==> config.mk <==
export PLATFORM = sky130hd
export DESIGN_NAME = sm4_ck_gen_flat
export DESIGN_NICKNAME = d
export VERILOG_FILES = /design/src/rtl/sm4_ck_gen_if.sv /design/src/rtl/sm4_ck_gen.sv /design/src/flat_wrapper.sv
export SDC_FILE = /design/constraint.sdc
export NUM_CORES = 1
export LEC_CHECK = 0
export CORE_ASPECT_RATIO = 1.4
export CORE_MARGIN = 4
export CORE_UTILIZATION = 40
export DETAILED_ROUTE_END_ITERATION = 12
export GPL_ROUTABILITY_DRIVEN = 0
export PLACE_DENSITY = 0.67
export SYNTH_ARGS = -nofsm -noshare
export SYNTH_HDL_FRONTEND = slang
export SYNTH_SLANG_ARGS = --single-unit
==> constraint.sdc <==
create_clock -name clk_sys -period 5.1 [get_ports clk_sys]
set_clock_uncertainty 0.05 [all_clocks]
set_input_delay 1.02 -clock clk_sys [delete_from_list [all_inputs] [get_ports clk_sys]]
set_output_delay 1.02 -clock clk_sys [all_outputs]
set_load 0.005 [all_outputs]
==> src/rtl/sm4_ck_gen_if.sv <==
// Handshake bundle between the SM4 CK generator and its consumer.
interface sm4_ck_gen_if #(
    parameter int unsigned LANES = 1,
    parameter int unsigned RW    = 5
);
    logic                  start;
    logic                  dir;
    logic                  abort;
    logic                  ck_ready;
    logic                  ck_valid;
    logic [32*LANES-1:0]   ck_data;
    logic [RW-1:0]         round_idx;
    logic                  ck_last;
    logic                  busy;
    logic                  done;

    modport master (
        output start, dir, abort, ck_ready,
        input  ck_valid, ck_data, round_idx, ck_last, busy, done
    );

    modport slave (
        input  start, dir, abort, ck_ready,
        output ck_valid, ck_data, round_idx, ck_last, busy, done
    );
endinterface

==> src/rtl/sm4_ck_gen.sv <==
// SM4 key-schedule constant (CK) generator: streams CK words in forward or
// reverse round order, LANES words per beat, computed from a running base byte.
module sm4_ck_gen #(
    parameter int unsigned LANES      = 1,
    parameter int unsigned NUM_ROUNDS = 32,
    parameter int unsigned RW         = 5
) (
    input  logic          clk_sys,
    input  logic          rst_sys,
    sm4_ck_gen_if.slave   ck_if
);
    localparam int unsigned    DW        = 32 * LANES;
    localparam logic [7:0]     STEP      = 8'((28 * LANES) % 256);
    localparam logic [7:0]     BASE_TOP  = 8'((28 * (NUM_ROUNDS - 1)) % 256);
    localparam logic [RW-1:0]  IDX_TOP   = RW'(NUM_ROUNDS - 1);
    localparam logic [RW-1:0]  IDX_STEP  = RW'(LANES);
    localparam logic [RW-1:0]  LAST_FWD  = RW'(NUM_ROUNDS - LANES);
    localparam logic [RW-1:0]  LAST_REV  = RW'(LANES - 1);

    typedef enum logic {S_IDLE, S_RUN} state_e;

    state_e          state_q;
    logic            dir_q, dir_d;
    logic [RW-1:0]   idx_q, idx_d;
    logic [7:0]      base_q, base_d;
    logic [DW-1:0]   data_q;
    logic            last_q;
    logic            done_q;
    logic            launch_c, accept_c, abort_c, finish_c, advance_c;

    // Byte j of a round is base + 7j, since (4i+j)*7 = 28i + 7j.
    function automatic logic [31:0] ck_word(input logic [7:0] b);
        return {b, 8'(b + 8'd7), 8'(b + 8'd14), 8'(b + 8'd21)};
    endfunction

    function automatic logic [DW-1:0] beat_word(input logic [7:0] b, input logic d);
        logic [DW-1:0] w;
        logic [7:0]    lb;
        w = '0;
        for (int k = 0; k < LANES; k++) begin
            lb = d ? 8'(b - 8'(28 * k)) : 8'(b + 8'(28 * k));
            w[32*k +: 32] = ck_word(lb);
        end
        return w;
    endfunction

    always_comb begin
        launch_c  = (state_q == S_IDLE) && ck_if.start && !ck_if.abort;
        abort_c   = (state_q == S_RUN) && ck_if.abort;
        accept_c  = (state_q == S_RUN) && ck_if.ck_ready && !ck_if.abort;
        finish_c  = accept_c && last_q;
        advance_c = accept_c && !last_q;
        dir_d     = launch_c ? ck_if.dir : dir_q;
        idx_d     = idx_q;
        base_d    = base_q;
        if (launch_c) begin
            idx_d  = ck_if.dir ? IDX_TOP  : '0;
            base_d = ck_if.dir ? BASE_TOP : 8'd0;
        end else if (abort_c || finish_c) begin
            // Clearing here keeps the index from stepping past the last round.
            idx_d  = '0;
            base_d = 8'd0;
        end else if (advance_c) begin
            idx_d  = dir_q ? RW'(idx_q - IDX_STEP) : RW'(idx_q + IDX_STEP);
            base_d = dir_q ? 8'(base_q - STEP) : 8'(base_q + STEP);
        end
    end

    always_ff @(posedge clk_sys or posedge rst_sys) begin
        if (rst_sys) begin
            state_q <= S_IDLE;
            dir_q   <= 1'b0;
            idx_q   <= '0;
            base_q  <= 8'd0;
            data_q  <= '0;
            last_q  <= 1'b0;
            done_q  <= 1'b0;
        end else begin
            dir_q  <= dir_d;
            idx_q  <= idx_d;
            base_q <= base_d;
            done_q <= finish_c;
            if (launch_c || advance_c) begin
                state_q <= S_RUN;
                data_q  <= beat_word(base_d, dir_d);
                last_q  <= dir_d ? (idx_d == LAST_REV) : (idx_d == LAST_FWD);
            end else if (abort_c || finish_c) begin
                state_q <= S_IDLE;
                data_q  <= '0;
                last_q  <= 1'b0;
            end
        end
    end

    assign ck_if.ck_valid  = (state_q == S_RUN);
    assign ck_if.busy      = (state_q == S_RUN);
    assign ck_if.ck_data   = data_q;
    assign ck_if.round_idx = idx_q;
    assign ck_if.ck_last   = last_q;
    assign ck_if.done      = done_q;
endmodule

==> src/flat_wrapper.sv <==
// flat-port wrapper written by rule: the top's interface ports become plain ports
module sm4_ck_gen_flat 
#(
    parameter int unsigned LANES      = 1,
    parameter int unsigned NUM_ROUNDS = 32,
    parameter int unsigned RW         = 5
)
  (clk_sys, rst_sys, ck_if_start, ck_if_dir, ck_if_abort, ck_if_ck_ready, ck_if_ck_valid, ck_if_ck_data, ck_if_round_idx, ck_if_ck_last, ck_if_busy, ck_if_done);
  sm4_ck_gen_if #(.LANES(LANES), .RW(RW)) ck_if_i ();
  input  logic clk_sys;
  input  logic rst_sys;
  input wire logic [$bits(ck_if_i.start)-1:0] ck_if_start;
  input wire logic [$bits(ck_if_i.dir)-1:0] ck_if_dir;
  input wire logic [$bits(ck_if_i.abort)-1:0] ck_if_abort;
  input wire logic [$bits(ck_if_i.ck_ready)-1:0] ck_if_ck_ready;
  output wire logic [$bits(ck_if_i.ck_valid)-1:0] ck_if_ck_valid;
  output wire logic [$bits(ck_if_i.ck_data)-1:0] ck_if_ck_data;
  output wire logic [$bits(ck_if_i.round_idx)-1:0] ck_if_round_idx;
  output wire logic [$bits(ck_if_i.ck_last)-1:0] ck_if_ck_last;
  output wire logic [$bits(ck_if_i.busy)-1:0] ck_if_busy;
  output wire logic [$bits(ck_if_i.done)-1:0] ck_if_done;
  assign ck_if_i.start = ck_if_start;
  assign ck_if_i.dir = ck_if_dir;
  assign ck_if_i.abort = ck_if_abort;
  assign ck_if_i.ck_ready = ck_if_ck_ready;
  assign ck_if_ck_valid = ck_if_i.ck_valid;
  assign ck_if_ck_data = ck_if_i.ck_data;
  assign ck_if_round_idx = ck_if_i.round_idx;
  assign ck_if_ck_last = ck_if_i.ck_last;
  assign ck_if_busy = ck_if_i.busy;
  assign ck_if_done = ck_if_i.done;
  sm4_ck_gen #(.LANES(LANES), .NUM_ROUNDS(NUM_ROUNDS), .RW(RW)) u_core (.clk_sys(clk_sys), .rst_sys(rst_sys), .ck_if(ck_if_i));
endmodule
After elaboration in Yosys (flattened, before gate mapping)
Index checks and enable logic that the tools add are counted.

Output and inout bits: 41. Register bits: 49.

Equal/unequal tests: 1. Bitwise operators: 1. Muxes and demuxes: 17. Reduce and logical (&&, ||, !) cells: 13. $add $sub $neg: 7.

Operators by type and width (number): $mux 32 (2); $mux 8 (4); $mux 5 (5); $add 8x5->8 const B (2); $add 8x3->8 const B (1); $add 8x4->8 const B (1); $sub 8x5->8 const B (1); $logic_and 1x1->1 (7); $mux 7 (1); $add 5x1->5 const B (1); $eq 5x5->1 const B (1); $logic_not 5->1 (1); $mux 1 (5); $sub 5x1->5 const B (1); $logic_not 1->1 (2); $logic_or 1x1->1 (2); $reduce_bool 2->1 (1); $not 1->1 (1).

Logic depth before layout (Yosys ltp)
Word-level depth: 9. Depth in mapped cells: 11. Mapped depth without buffers: 10.

Worst setup path after synthesis
Ideal clock, no wire load.

Path type: input to register. Start point: in ck_if_abort. End point: reg u_core.data_q[23] (netlist: u_core.ck_if.ck_data[23]). Path slack: 2.097 ns. Cell stages on the path: 10. Arrival: 2.824 ns. Data required time: 4.921 ns. Cells stage by stage: nand4bb_1 > buf_4 > xnor2_1 > a21oi_2 > ha_1 > a31oi_1 > or4_4 > nor3_2 > xnor2_1 > o21ai_1.

Longest elaborated chain between the ends: 8.

Ends and longest elaborated chain: start: declaration (line flat_wrapper.sv:14) `input wire logic [$bits(ck_if_i.abort)-1:0] ck_if_abort;`; $logic_not 1->1 (line sm4_ck_gen.sv:48, sm4_ck_gen.sv:50); $logic_and 1x1->1 (line sm4_ck_gen.sv:50) `accept_c = (state_q == S_RUN) && ck_if.ck_ready && !ck_if.abort;`; $logic_and 1x1->1 (on tied branches) (line sm4_ck_gen.sv:52, sm4_ck_gen.sv:51); $mux 8 / $logic_or 1x1->1 (equally long branches) (line sm4_ck_gen.sv:63, sm4_ck_gen.sv:59, sm4_ck_gen.sv:87); $mux 8 (line sm4_ck_gen.sv:59) `end else if (abort_c || finish_c) begin`; $mux 8 (line sm4_ck_gen.sv:56) `if (launch_c) begin`; $add 8x3->8 (line sm4_ck_gen.sv:33) `return {b, 8'(b + 8'd7), 8'(b + 8'd14), 8'(b + 8'd21)};`; $mux 32 (line sm4_ck_gen.sv:83) `if (launch_c || advance_c) begin`; end signal: assignment (line sm4_ck_gen.sv:85) `data_q <= beat_word(base_d, dir_d);`; end: declaration (line sm4_ck_gen.sv:26) `logic [DW-1:0] data_q;`.

Parallel ways exist; a longest one is shown, timed or not. A chain may end at the register's enable or synchronous reset.

Worst setup path after layout
Ends and elaborated chain as after synthesis.

==> run_results.csv <==
group,metric,value,unit
sta,fin_ws,1.318,ns
floorplanning,initial_utilization,0.4171,
place,dpl_worst_slack,1.013,ns
sta,slew_headroom,0.3616,
global_routing,grt_pass1_wl,10470,um
sta,max_freq,0.2644,GHz
job,max-cap-violations,0,
setup_path,slowest_stage,"clkdlybuf4s50_1",
detailed_routing,drt_iter0_markers,69,
synthesis,yosysTopAreaCell,"dfrtp_1",
detailed_routing,postRouteAntennaNets,0,
cts,clk_path_buf_depth,2,
setup_path,cp_data_arrival_time,3.90,ns
setup_path,cp_max_fo,10,
setup_path,critPathRequiredTime,5.22,ns
finish,diodes,0,
cts,root_buffer,"clkbuf_8",
global_routing,antenna_found_initial,0,
synthesis,synth_enable_flop_cells,0,
setup_path,path_cells,"clkdlybuf4s50_1 -> nand4bb_1 -> xnor2_1 -> a21oi_2 -> ha_1 -> inv_1 -> a31oi_1 -> or4_4 -> nor3_2 -> xnor2_1 -> o21ai_1",
synthesis,synth_ff_type,"dfrtp_1",
synthesis,avgSynthCellArea,9.910,um2
setup_path,cp-start-kind,"primary input",
cts,numCtsBuffers,5,
global_routing,grt_pass1_vias,2109,
cts,holdBufCountCts,0,
sta,setup-tns-final,0,ns
finish,nets,327,
synthesis,synth.distinct_cells,51,
power_and_ir_drop,total_power,0.001069,W
cts,postCtsSetupBuffers,0,
place,numPortBuffers,46,
sta,rsz0062_at_grt,"false",
sta,setup_viol,0,
floorplanning,dieHeight,103.9,um
synthesis,synthArstFlopShare,1.000,
synthesis,synthCells,265,
detailed_routing,viasPerCell,5.453,
cts,insertion_delay,0.30,ns
sta,slew_violations,0,
global_routing,overflow,0,
power_and_ir_drop,leakage,1.425,nW
setup_path,crit_top_cell,"xnor2_1",
status,status,"finished clean",
synthesis,yosys_warnings,0,
worst_hold_path,hold_class,"reg -> reg",
sta,fin_crit,3.782,ns
floorplanning,io_pins,47,
place,hpwl,4611,um
setup_path,end_kind,"flop",
cts,cts_tree,"built",
synthesis,yosysTopAreaCellShare,0.4478,
finish,layout-drive-gt1-share,0.07792,
sta,hold_viol,0,
finish,nFillCells,601,
sta,max_slew.worst_pin.slew,0.9563,ns
detailed_routing,drt_pass1_iterations,4,
setup_path,max_stage_delay,0.54,ns
setup_path,worstSetupPathType,"in -> reg",
detailed_routing,routedWlPerCell,16.39,um
synthesis,netlist_top_cells_area,"dfrtp_1 45%, ha_1 5.7%, xnor2_1 5.7%",
global_routing,track_usage,0.1643,
cts,clk_pin_slew,0.09,ns
floorplanning,core,6296,um2
floorplanning,die_w,76.48,um
detailed_routing,drc,0,
floorplanning,die_area,7944,um2
synthesis,yosysSeqAreaShare,0.4478,
synthesis,synth_area,2626,um2
finish,area_delta_synth_final,22.20,%
power_and_ir_drop,irDropWorstVdd,0.1622,mV
detailed_routing,totalWireLength,6227,um
detailed_routing,vias,2072,
cts,cts_max_level,2,
power_and_ir_drop,power.density,333.2,nW/um2
sta,fin_crit_sh,0.7416,
global_routing,grt_max_degree,48,
cts,cts-resized-gates,0,
synthesis,synth.net_count,285,
floorplanning,rows,34,
cts,clock_sinks,47,
synthesis,ys_seq_elements,47,
## worst max-delay path, delay by kind of cell
family / cells / cell delay (ns)
simple gates: 3 / 1.14
compound gates: 3 / 0.30
fa+ha+maj: 1 / 0.27
xor+xnor: 2 / 0.56
buf+inv: 2 / 0.60
## cell usage after synthesis, types with 4 or more instances
library cell  number
a21o_1             4
a31oi_1            4
xor2_1             4
inv_1              8
nand2_1           39
dfrtp_1           47
o21ai_1            6
buf_4              6
clkbuf_1           6
nand2b_1           4
ha_1              12
nor2_1             8
nor3_1             6
a21oi_1           10
a22o_1             6
xnor2_1           17
o21ai_0           25
## registers in the layout, summed over array words and instances, names as in the netlist
signal,cells
u_core.ck_if.ck_data,30
u_core.base_q,8
u_core.ck_if.busy,1
u_core.dir_q,1
u_core.ck_if.done,1
u_core.ck_if.ck_last,1
u_core.ck_if.round_idx,5
## metrics by stage
stage / util / cell area (um2) / instances / hold WS (ns)
2_1_floorplan: - / 2626 / 265 / 0.4199
3_3_place_gp: 0.4968 / 3128 / 372 / 0.4208
3_5_place_dp: 0.4968 / 3128 / 372 / 0.4238
4_1_cts: 0.5097 / 3209 / 380 / 0.4438
5_1_grt: 0.5097 / 3209 / 380 / 0.4723
6_report: 0.5097 / 3209 / 380 / 0.4348
## path summary, 6_finish.rpt
check                                                           from                                   end  slack [ns]  cells after the start
worst max-delay path                                     ck_if_abort  u_core.ck_if.ck_data[23]$_DFFE_PP0P_        1.32                     11
worst min-delay path            u_core.ck_if.ck_data[25]$_DFFE_PP0P_  u_core.ck_if.ck_data[25]$_DFFE_PP0P_        0.43                      2
worst max register to register         u_core.ck_if.busy$_DFFE_PP0P_  u_core.ck_if.ck_data[23]$_DFFE_PP0P_        1.99                     10
worst min register to register  u_core.ck_if.ck_data[25]$_DFFE_PP0P_  u_core.ck_if.ck_data[25]$_DFFE_PP0P_        0.43                      2
max in group asynchronous                                    rst_sys            u_core.base_q[5]$_DFF_PP0_        3.20                      2
min in group asynchronous                                    rst_sys         u_core.ck_if.busy$_DFFE_PP0P_        1.20                      2
## cell usage in the layout, fill, tap and decap left out, drive strengths merged, types with 4 or more instances in the layout
cell type / n
ha: 12
nor2: 10
inv: 10
nor3: 7
a21o: 4
o21ai: 31
clkbuf: 7
a31oi: 4
clkdlybuf4s50: 46
a22o: 6
nand2: 39
a21oi: 11
xor2: 4
xnor2: 17
dfrtp: 47
nand2b: 4
## power by group
group / total (W) / switching (W) / internal, W
clock network: 0.000218 / 0.000121 / 0.0000964
registers: 0.000474 / 0.0000484 / 0.000425
logic: 0.000378 / 0.000187 / 0.000191
total: 0.00107 / 0.000356 / 0.000713
## cell type report
cell class	instances	area, um2	share of cell area
clock inverter	1	5.005	0.001559
multi-input combinational	194	1341	0.4179
clock buffer	7	76.32	0.02378
sequential	47	1176	0.3665
tap	72	90.09	0.02807
inverter	10	37.54	0.01170
timing repair buffer	49	483.0	0.1505
## layer usage
metal  GRT usage  routed length (um)  part of all wire
met5           0                   0                 0
met4     0.08679                 206             0.033
met3     0.02253                 184             0.030
met2      0.2925                3300              0.53
met1      0.1891                2536              0.41
## kinds of logic after synthesis
logic type | Yosys count | share of synthesized area
muxes | 4 | 0.01715
DFF | 47 | 0.4478
and+or+nand+nor | 84 | 0.1696
buffers and inverters | 24 | 0.04621
adders and majority gates | 14 | 0.07241
AOI/OAI and AO/OA | 71 | 0.1768
xor gates and xnor gates | 21 | 0.07003
Power figures use the tool's default switching activity.
